==> src/rtl/multdiv_pkg.sv <==
// Shared types and constants for the multicycle multiply/divide unit.
// Latency: n/a (declarations only).
// Backpressure: n/a.
package multdiv_pkg;

   localparam int WIDTH = 32;
   localparam int ITER  = 32;
   localparam int CNT_W = 6;

   localparam logic [WIDTH-1:0] INT_MIN = 32'h8000_0000;

   typedef enum logic [1:0] {
      IDLE = 2'd0,
      MULT = 2'd1,
      DIV  = 2'd2,
      DONE = 2'd3
   } state_t;

   // True when a 64-bit two's-complement value survives truncation to 32 bits.
   function automatic logic fitsInWord(input logic [2*WIDTH-1:0] value);
      return value[2*WIDTH-1:WIDTH] == {WIDTH{value[WIDTH-1]}};
   endfunction

endpackage

==> src/rtl/signed_magnitude.sv <==
// Splits a two's-complement operand into absolute value and sign bit.
// Latency: combinational.
// Backpressure: none; pure function of the input.
module signed_magnitude #(
   parameter int WIDTH = 32
) (
   input  logic [WIDTH-1:0] value,
   output logic [WIDTH-1:0] magnitude,
   output logic             sign
);

   // INT_MIN maps onto its own bit pattern, which read unsigned is 2^31.
   always_comb begin
      sign      = value[WIDTH-1];
      magnitude = sign ? -value : value;
   end

endmodule

==> src/rtl/multdiv_unit.sv <==
// Signed 32-bit multiply/divide, one bit per cycle, feeding the register file write port.
// Latency: 33 rising edges from the start edge back to IDLE; result presented in DONE.
// Backpressure: none; starts outside IDLE are dropped, the core stalls on data_busy.
module multdiv_unit #(
   parameter int WIDTH = multdiv_pkg::WIDTH,
   parameter int ITER  = multdiv_pkg::ITER
) (
   input  logic             clock,
   input  logic             ctrl_reset,
   input  logic             ctrl_MULT,
   input  logic             ctrl_DIV,
   input  logic [WIDTH-1:0] data_operandA,
   input  logic [WIDTH-1:0] data_operandB,
   input  logic [4:0]       ctrl_destReg,
   output logic             data_busy,
   output logic             data_resultRDY,
   output logic             data_exception,
   output logic [WIDTH-1:0] data_writeReg,
   output logic [4:0]       ctrl_writeReg,
   output logic             ctrl_writeEnable
);
   import multdiv_pkg::*;

   state_t state;
   state_t nextState;

   logic [CNT_W-1:0]   iterCount;
   logic [2*WIDTH-1:0] acc;
   logic [2*WIDTH-1:0] accNext;
   logic [WIDTH-1:0]   magAReg;
   logic [WIDTH-1:0]   magBReg;
   logic               signReg;
   logic               divByZero;
   logic               divOverflow;

   logic [WIDTH-1:0]   magA;
   logic [WIDTH-1:0]   magB;
   logic               signA;
   logic               signB;

   logic               startMult;
   logic               startDiv;
   logic               iterating;
   logic               lastIter;

   logic [WIDTH:0]     mulSum;
   logic [2*WIDTH-1:0] mulNext;
   logic [2*WIDTH-1:0] divShift;
   logic [WIDTH:0]     divDiff;
   logic [2*WIDTH-1:0] divNext;
   logic [2*WIDTH-1:0] prodSigned;
   logic [WIDTH-1:0]   quotMag;
   logic [WIDTH-1:0]   finalResult;
   logic               finalExc;

   signed_magnitude #(.WIDTH(WIDTH)) uMagA (
      .value     (data_operandA),
      .magnitude (magA),
      .sign      (signA)
   );

   signed_magnitude #(.WIDTH(WIDTH)) uMagB (
      .value     (data_operandB),
      .magnitude (magB),
      .sign      (signB)
   );

   // State register; reset aborts any operation in flight.
   always_ff @(posedge clock or posedge ctrl_reset) begin
      if (ctrl_reset) state <= IDLE;
      else            state <= nextState;
   end

   // Next-state logic: MULT wins over DIV, DONE always lasts one cycle.
   always_comb begin
      nextState = state;
      case (state)
         IDLE: begin
            if (ctrl_MULT)     nextState = MULT;
            else if (ctrl_DIV) nextState = DIV;
         end
         MULT, DIV: begin
            if (iterCount == CNT_W'(ITER - 1)) nextState = DONE;
         end
         DONE:    nextState = IDLE;
         default: nextState = IDLE;
      endcase
   end

   // Control decode driving the datapath and output registers.
   always_comb begin
      startMult = (state == IDLE) && ctrl_MULT;
      startDiv  = (state == IDLE) && !ctrl_MULT && ctrl_DIV;
      iterating = (state == MULT) || (state == DIV);
      lastIter  = iterating && (iterCount == CNT_W'(ITER - 1));
   end

   // One iteration step: shift-add for multiply, restoring subtract for divide.
   always_comb begin
      mulSum   = {1'b0, acc[2*WIDTH-1:WIDTH]} + (acc[0] ? {1'b0, magAReg} : '0);
      mulNext  = {mulSum, acc[WIDTH-1:1]};
      divShift = {acc[2*WIDTH-2:0], 1'b0};
      divDiff  = {1'b0, divShift[2*WIDTH-1:WIDTH]} - {1'b0, magBReg};
      divNext  = divDiff[WIDTH] ? divShift
                                : {divDiff[WIDTH-1:0], divShift[WIDTH-1:1], 1'b1};
      accNext  = (state == MULT) ? mulNext : divNext;
   end

   // Result and exception as they will stand once the last step lands.
   always_comb begin
      prodSigned = signReg ? -accNext : accNext;
      quotMag    = accNext[WIDTH-1:0];
      if (state == MULT) begin
         finalResult = prodSigned[WIDTH-1:0];
         finalExc    = !fitsInWord(prodSigned);
      end else begin
         // A zero divisor leaves an all-ones quotient, so it is overridden.
         finalResult = divByZero ? '0 : (signReg ? -quotMag : quotMag);
         finalExc    = divByZero || divOverflow;
      end
   end

   // Operand capture on the start edge, then one accumulator step per cycle.
   always_ff @(posedge clock or posedge ctrl_reset) begin
      if (ctrl_reset) begin
         iterCount      <= '0;
         acc            <= '0;
         magAReg        <= '0;
         magBReg        <= '0;
         signReg        <= 1'b0;
         divByZero      <= 1'b0;
         divOverflow    <= 1'b0;
         ctrl_writeReg  <= '0;
         data_writeReg  <= '0;
         data_exception <= 1'b0;
      end else if (startMult || startDiv) begin
         iterCount      <= '0;
         // Multiply shifts the multiplier out of the low half; divide shifts the dividend up.
         acc            <= {{WIDTH{1'b0}}, (startMult ? magB : magA)};
         magAReg        <= magA;
         magBReg        <= magB;
         signReg        <= signA ^ signB;
         divByZero      <= (data_operandB == '0);
         divOverflow    <= (data_operandA == INT_MIN) && (data_operandB == '1);
         ctrl_writeReg  <= ctrl_destReg;
         data_writeReg  <= '0;
         data_exception <= 1'b0;
      end else if (iterating) begin
         iterCount <= iterCount + CNT_W'(1);
         acc       <= accNext;
         if (lastIter) begin
            data_writeReg  <= finalResult;
            data_exception <= finalExc;
         end
      end
   end

   // Handshake outputs registered from the next state so DONE sees them for its whole cycle.
   always_ff @(posedge clock or posedge ctrl_reset) begin
      if (ctrl_reset) begin
         data_busy        <= 1'b0;
         data_resultRDY   <= 1'b0;
         ctrl_writeEnable <= 1'b0;
      end else begin
         data_busy        <= (nextState != IDLE);
         data_resultRDY   <= (nextState == DONE);
         ctrl_writeEnable <= lastIter && !finalExc && (ctrl_writeReg != 5'd0);
      end
   end

endmodule

==> config.mk <==
export PLATFORM = sky130hd
export DESIGN_NAME = multdiv_unit
export DESIGN_NICKNAME = d
export VERILOG_FILES = /design/src/rtl/multdiv_pkg.sv /design/src/rtl/signed_magnitude.sv /design/src/rtl/multdiv_unit.sv
export SDC_FILE = /design/constraint.sdc
export NUM_CORES = 1
export LEC_CHECK = 0
export ABC_CLOCK_PERIOD_IN_PS = 9110
export CAP_MARGIN = 15
export CORE_MARGIN = 1.5
export CORE_UTILIZATION = 45
export CTS_CLUSTER_SIZE = 10
export DETAILED_ROUTE_END_ITERATION = 8
export SETUP_SLACK_MARGIN = 0.1
export SLEW_MARGIN = 10
export SYNTH_ARGS = -nofsm -noshare
export SYNTH_HDL_FRONTEND = slang
export SYNTH_SLANG_ARGS = --single-unit
==> constraint.sdc <==
create_clock -name clock -period 9.11 [get_ports clock]
set_input_delay 1.822 -clock clock [delete_from_list [all_inputs] [get_ports clock]]
set_output_delay 1.822 -clock clock [all_outputs]
set_load 0.03 [all_outputs]
==> metrics.cfg, run 1 <==
[run]
drv_cap = 0

[grt]
busiest_layer = met2
grt_use_met2 = 0.533
grt.total_usage = 0.329
met1_usage = 0.442
use_met3 = 0.0354
grt_pass1_wl_um = 95000
grt_pass1_vias = 15700
antenna_found_initial = 7
grt_max_degree = 97
grt_overflow_total = 0

[sta]
fin_crit_sh = 0.688
worst_pin_slew_ns = 1.22
setup_viol = 0
hold_ws_ns = 0.474
max_freq_mhz = 160
finalSetupTns_ns = 0
hold_violations = 0
fin_crit_ns = 6.27
rsz0062_at_grt = false
slew_headroom = 0.185
clock-skew-final_ns = 0.0134
report.final.slew_viol_count = 0

[critical_path]
required_ns = 9.41
cp_slowest_cell = or3_1
cp_cell_sequence = inv_1, ha_1, fa_1, nand2b_1, a21o_1, a31oi_2, o211a_4, nor2_2, nand2_1, o21ai_0, ha_1, o2111ai_1, or3_1, nand2b_1, a21oi_2, nand3_2, or2_1, o31ai_2, xnor2_1, o41ai_1, o221ai_2, o31ai_1, a21oi_1
path_buf_inv = 1
cp-start-kind = flop
critPathCaptureType = flop
critPathKind = flop to flop
critPathArrivalTime_ns = 6.57
cp_max_fo = 16
crit_family = compound AO/OA/AOI/OAI gates
max_stage_delay_ns = 0.57

[layout]
syn_to_final_growth_pct = 12.8
final_cells = 2584
drive_above_1_share = 0.0627
fill_cells = 3520
final_cell_mix = nand2_1, o21ai_0, dfrtp_1
fin_nets = 2256
final_common_cell = nand2_1

[drt]
final_antenna_net_count = 0
dr.pass1.iters = 7
drt-total-wl_um = 62700
initialDrtViolationCount = 1604
wire_per_inst_um = 24.3
drc = 0
num_vias = 16600
vias_per_cell = 6.41

[synth]
yosysSeqAreaShare = 0.276
syn-mean-instance-area_um2 = 7.91
yosys_register_bits = 180
syn_area_mm2 = 0.0163
async_flop_share = 1.00
synth_edf_count = 0
synthDistinctLibCells = 101
yosys.area.top_type_share = 0.276
synth_top_area_cell = dfrtp_1
synth-main-ff-cell = dfrtp_1
synth_top_cells_by_area = dfrtp_1, nand2_1, o21ai_0
syn-instance-count = 2061
ys_warn_count = 0
synth_nets = 2208

[floorplanning]
io_pins = 114
rows = 69
initial_core_util = 0.458
fp.coreArea_mm2 = 0.0356
die_h_um = 193
die-area_mm2 = 0.0374
dieWidth_um = 193

[placed_design]
gp_congestion = 1.02
place_inst = 2550
post-dp-hpwl_um = 48700
portBuffers = 113

[worst_hold_path]
hold_path_class = flop to flop

[clock_tree]
clkSlewWorstSetupHoldPaths_ns = 0.08
cts_resized = 0
cts_buffers = 17
clockBufferDepth = 2
htreeDepth = 4
clk-insertion-delay-late_ns = 0.47
cts_tree = yes
postCtsHoldBufs = 0
cts_sinks = 180
post_cts_buffers = 0
cts_root_buffer = clkbuf_16

[power]
power.density_mw_per_mm2 = 451
p_total_mw = 8.28
p_leak_nw = 7.45
vdd_drop_max_mv = 0.219

[status]
status = finished clean

## power by group
part / internal (mW) / total (mW) / switching, mW
logic: 2.14 / 6.13 / 3.99
clock network: 0.372 / 0.754 / 0.382
registers: 1.10 / 1.40 / 0.297
total: 3.62 / 8.28 / 4.67
## per-stage QoR
stage               utilization  instance area (um2)  setup WS, ns
CTS                       0.516                18400          2.96
finish                    0.517                18400          2.84
global placement          0.500                17800          3.14
global route              0.517                18400          2.34
detailed placement        0.500                17800          3.00
floorplan                     -                16300          2.36
## synth_stat cells (14+ instances only)
| library cell | count |
|---|---|
| o21ai_0 | 184 |
| o22ai_1 | 20 |
| a211oi_1 | 24 |
| a21o_1 | 25 |
| inv_1 | 68 |
| a21oi_1 | 144 |
| o31ai_1 | 33 |
| o22a_1 | 14 |
| nand2b_1 | 33 |
| nand4_1 | 36 |
| o211ai_1 | 29 |
| or3_1 | 17 |
| nor2b_1 | 14 |
| nand2_1 | 252 |
| nor3_1 | 56 |
| nand3_1 | 44 |
| dfrtp_1 | 180 |
| ha_1 | 72 |
| o21a_1 | 15 |
| o41ai_1 | 25 |
| xor2_1 | 82 |
| mux2i_1 | 56 |
| nor2_1 | 142 |
| xnor2_1 | 62 |
| a31oi_1 | 22 |
| clkbuf_1 | 74 |
| o32a_1 | 17 |
| buf_2 | 22 |
| and2_1 | 37 |
## per-layer routing
metal  up-vias  part of all wire
li1       7708                 -
met1      7999              0.44
met2       704              0.46
met3       156             0.056
met4         2             0.046
met5         -           0.00019
## cell type report
type                            instances  area, um2  area share
Clock inverter                         13        139     0.00756
Timing Repair Buffer                  146       1390      0.0754
Tap cell                              461        577      0.0314
Antenna cell                            1       2.50    0.000136
Sequential cell                       180       4500       0.245
Clock buffer                           19        443      0.0241
Inverter                               70        268      0.0146
Multi-Input combinational cell       1694      11100       0.602
## tightest hold or removal path, delay by kind of cell, from the launching register on
family,cells,cell delay [ns]
compound gates,1,0.06
flops,1,0.34
simple gates,1,0.05
## flip-flops by register name, summed over array words and instances (netlist names)
register	cells
acc	64
data_writeReg	32
magAReg	32
magBReg	32
iterCount	6
ctrl_writeReg	5
state	2
ctrl_writeEnable	1
data_busy	1
data_exception	1
data_resultRDY	1
divByZero	1
divOverflow	1
signReg	1
## final timing paths
path                                         start                    endpoint  slack, ns  cells after the start
min in group asynchronous               ctrl_reset    iterCount[2]$_DFFE_PP0P_       1.71                      2
max reg2reg                    acc[31]$_DFFE_PP0P_  data_exception$_DFFE_PP0P_       2.84                     23
min                        magAReg[28]$_DFFE_PP0N_     magAReg[28]$_DFFE_PP0N_       0.47                      2
max                            acc[31]$_DFFE_PP0P_  data_exception$_DFFE_PP0P_       2.84                     23
max in group asynchronous               ctrl_reset     magAReg[20]$_DFFE_PP0N_       6.13                      3
min reg2reg                magAReg[28]$_DFFE_PP0N_     magAReg[28]$_DFFE_PP0N_       0.47                      2
## cell families (layout without fill, tap and decap cells)
logic type                 count (synthesis)  in the layout  synth area share
adders and majority gates                 74             74            0.0577
muxes                                     60             60            0.0372
DFF                                      180            180             0.276
buffers and inverters                    187            248            0.0465
xor gates and xnor gates                 145            145            0.0784
AOI/OAI and AO/OA                        685            685             0.281
other                                      0              1                 0
and+or+nand+nor                          730            730             0.223
Power figures use the tool's default switching activity.
==> run 2, diff against run 1 <==
--- a/config.mk
+++ b/config.mk
@@ -5,7 +5,7 @@
 export SDC_FILE = /design/constraint.sdc
 export NUM_CORES = 1
 export LEC_CHECK = 0
-export ABC_CLOCK_PERIOD_IN_PS = 9110
+export ABC_CLOCK_PERIOD_IN_PS = 6420
 export CAP_MARGIN = 15
 export CORE_MARGIN = 1.5
 export CORE_UTILIZATION = 45
==> constraint.sdc (replaced) <==
create_clock -name clock -period 6.42 [get_ports clock]
set_input_delay 1.284 -clock clock [delete_from_list [all_inputs] [get_ports clock]]
set_output_delay 1.284 -clock clock [all_outputs]
set_load 0.03 [all_outputs]
==> run 2 against run 1 <==
- flip-flop and latch count unchanged
- setup slack got worse by 2.5 ns
- global-route usage grew 0.22 points
- critical path type unchanged
- via count grew 0.34%
- non-clock buffer count grew 14
- design area up 0.75%
- first-iteration DRC count fell by 9.7%
==> metrics.cfg, run 2 (synthesis results as in run 1) <==
[power]
internal_power_mw = 5.25  ; was 3.62 mW
pwr-share-clk = 0.092  ; was 0.091
p_leak_nw = 7.52  ; was 7.45 nW
vdd_drop_max_mv = 0.346  ; was 0.219 mV
power.density_mw_per_mm2 = 645  ; was 451 mW/mm2
switchingPower_mw = 6.69  ; was 4.67 mW
seq_power_share = 0.164  ; was 0.169
power_frac_comb = 0.745  ; was 0.740
switching_share = 0.560  ; was 0.564

[layout]
fin_nets = 2270  ; was 2256
fill_cells = 3502  ; was 3520
final_cell_mix = nand2_1, o21ai_0, dfrtp_1  ; unchanged
drive_above_1_share = 0.0698  ; was 0.0627
multi_input_area_mm2 = 0.0111  ; about the same
postLayoutCellArea_mm2 = 0.0185  ; was 0.0184 mm2
regMostFlops = acc  ; unchanged
register_area_mm2 = 0.00450  ; unchanged
final_common_cell = nand2_1  ; unchanged
largest_register_ffs = 64  ; unchanged
syn_to_final_growth_pct = 13.7  ; was 12.8%

[critical_path]
cp-start-kind = flop  ; unchanged
critPathKind = flop to flop  ; unchanged
cp_max_fo = 18  ; was 16
critPathCaptureType = flop  ; unchanged
required_ns = 6.71  ; was 9.41 ns
critPathArrivalTime_ns = 6.34  ; was 6.57 ns

[clock_tree]
htreeDepth = 4  ; unchanged
clkSlewWorstSetupHoldPaths_ns = 0.08  ; about the same
clockBufferDepth = 2  ; unchanged
cts_root_buffer = clkbuf_16  ; unchanged
cts_tree = yes  ; unchanged
cts_buffers = 17  ; unchanged
cts_sinks = 180  ; unchanged
clk-insertion-delay-late_ns = 0.46  ; was 0.47 ns

[sta]
fin_crit_ns = 6.05  ; was 6.27 ns
worst_pin_slew_ns = 1.13  ; was 1.22 ns
setup_slack_ns = 0.372  ; was 2.84 ns
clock-skew-final_ns = 0.0168  ; was 0.0134 ns
fin_crit_sh = 0.942  ; was 0.688
finalSetupTns_ns = 0  ; unchanged
hold_ws_ns = 0.476  ; was 0.474 ns
max_freq_mhz = 165  ; was 160 MHz
hold_violations = 0  ; unchanged
rsz0062_at_grt = false  ; unchanged
slew_headroom = 0.249  ; was 0.185
setup_viol = 0  ; unchanged
report.final.slew_viol_count = 0  ; unchanged

[floorplanning]
die_h_um = 193  ; unchanged
initial_core_util = 0.458  ; unchanged
die-area_mm2 = 0.0374  ; unchanged
rows = 69  ; unchanged
fp.coreArea_mm2 = 0.0356  ; unchanged
io_pins = 114  ; unchanged
dieWidth_um = 193  ; unchanged

[drt]
final_antenna_net_count = 0  ; unchanged
wire_per_inst_um = 24.3  ; about the same
drt-total-wl_um = 63100  ; was 62700 um
num_vias = 16600  ; about the same
vias_per_cell = 6.40  ; was 6.41
dr.pass1.iters = 6  ; was 7
drc = 0  ; unchanged
initialDrtViolationCount = 1448  ; was 1604

[grt]
grt_overflow_total = 0  ; unchanged
grt_pass1_vias = 15800  ; was 15700
grt_pass1_wl_um = 95400  ; was 95000 um
antenna_found_initial = 2  ; was 7
grt.total_usage = 0.331  ; was 0.329
grt_max_degree = 133  ; was 97

[status]
status = finished clean  ; unchanged

[placed_design]
gp_congestion = 0.969  ; was 1.02
pre_cts_ws_ns = 0.436  ; was 3.00 ns
portBuffers = 113  ; unchanged
dpl_cell_area_mm2 = 0.0179  ; was 0.0178 mm2
post-dp-hpwl_um = 48900  ; was 48700 um

[worst_hold_path]
hold_path_class = flop to flop  ; unchanged

[run]
drv_cap = 0  ; unchanged

-- run 2: cell count changes in the layout (fill, tap and decap cells not counted), sizes merged --
cell | before | now
clkinv | 8 | 6
bufinv | 0 | 1
buf | 33 | 47
-- run 2: power by group through the flow --
stage	Clock [mW]	Combinational, mW	Sequential, mW
final	1.10	8.89	1.95
after detailed placement	0	8.66	1.97
after floorplan	0	5.99	1.86
after CTS	1.11	8.70	1.95
after global placement	0	8.63	1.94
after global routing	1.14	9.55	2.01
-- run 2: timing repair --
item / in CTS / in global routing
gates resized for setup: 0 / 5
setup buffers: 0 / 2
setup endpoints to repair: 0 / 2
hold buffers: 0 / 0
-- run 2: final cells by class --
class                      instances  share of cell area
clock buffer                      19              0.0239
antenna                            1            0.000135
multi-input combinational       1694               0.599
sequential                       180               0.243
timing repair buffer             160              0.0808
inverter                          70              0.0145
clock inverter                    12             0.00750
tap                              461              0.0311
-- run 2: per-stage QoR --
stage | total power [mW] | utilization | instances
after floorplan | 7.85 | - | 2061
final | 11.9 | 0.521 | 2597
after global placement | 10.6 | 0.503 | 2563
after global routing | 12.7 | 0.521 | 2596
after CTS | 11.8 | 0.520 | 2594
after detailed placement | 10.6 | 0.503 | 2563
-- run 2: critical path, cell delays in order, from the launching register on --
cell and delay (ns):
dfrtp_1 0.44, inv_1 0.09, ha_1 0.25, fa_1 0.44, nand2b_1 0.19, a21o_1 0.24, a31oi_2 0.35, o211ai_2 0.47
a31oi_1 0.32, a22oi_1 0.13, a21oi_1 0.49, nand4_1 0.57, nor3_2 0.56, a41oi_1 0.21, xnor2_1 0.35, o22a_1 0.25
o2111ai_2 0.16, o31ai_1 0.25, a21oi_1 0.09
-- run 2: path summary, 6_finish.rpt --
path / end / from / cells past startpoint / slack, ns
min in group asynchronous: iterCount[0]$_DFFE_PP0P_ / ctrl_reset / 2 / 1.20
min reg2reg: magAReg[2]$_DFFE_PP0N_ / magAReg[2]$_DFFE_PP0N_ / 2 / 0.48
max reg2reg: data_exception$_DFFE_PP0P_ / acc[31]$_DFFE_PP0P_ / 18 / 0.37
min: magAReg[2]$_DFFE_PP0N_ / magAReg[2]$_DFFE_PP0N_ / 2 / 0.48
max: data_exception$_DFFE_PP0P_ / acc[31]$_DFFE_PP0P_ / 18 / 0.37
max in group asynchronous: magBReg[25]$_DFFE_PP0N_ / ctrl_reset / 3 / 4.04
-- run 2: layer usage --
metal  vias to the layer above  GRT usage  wire, um
met5                         -          0         0
met4                         0      0.165      3180
met3                       132     0.0443      4090
met2                       689      0.532     29000
met1                      8078      0.439     26800
li1                       7726          -         -
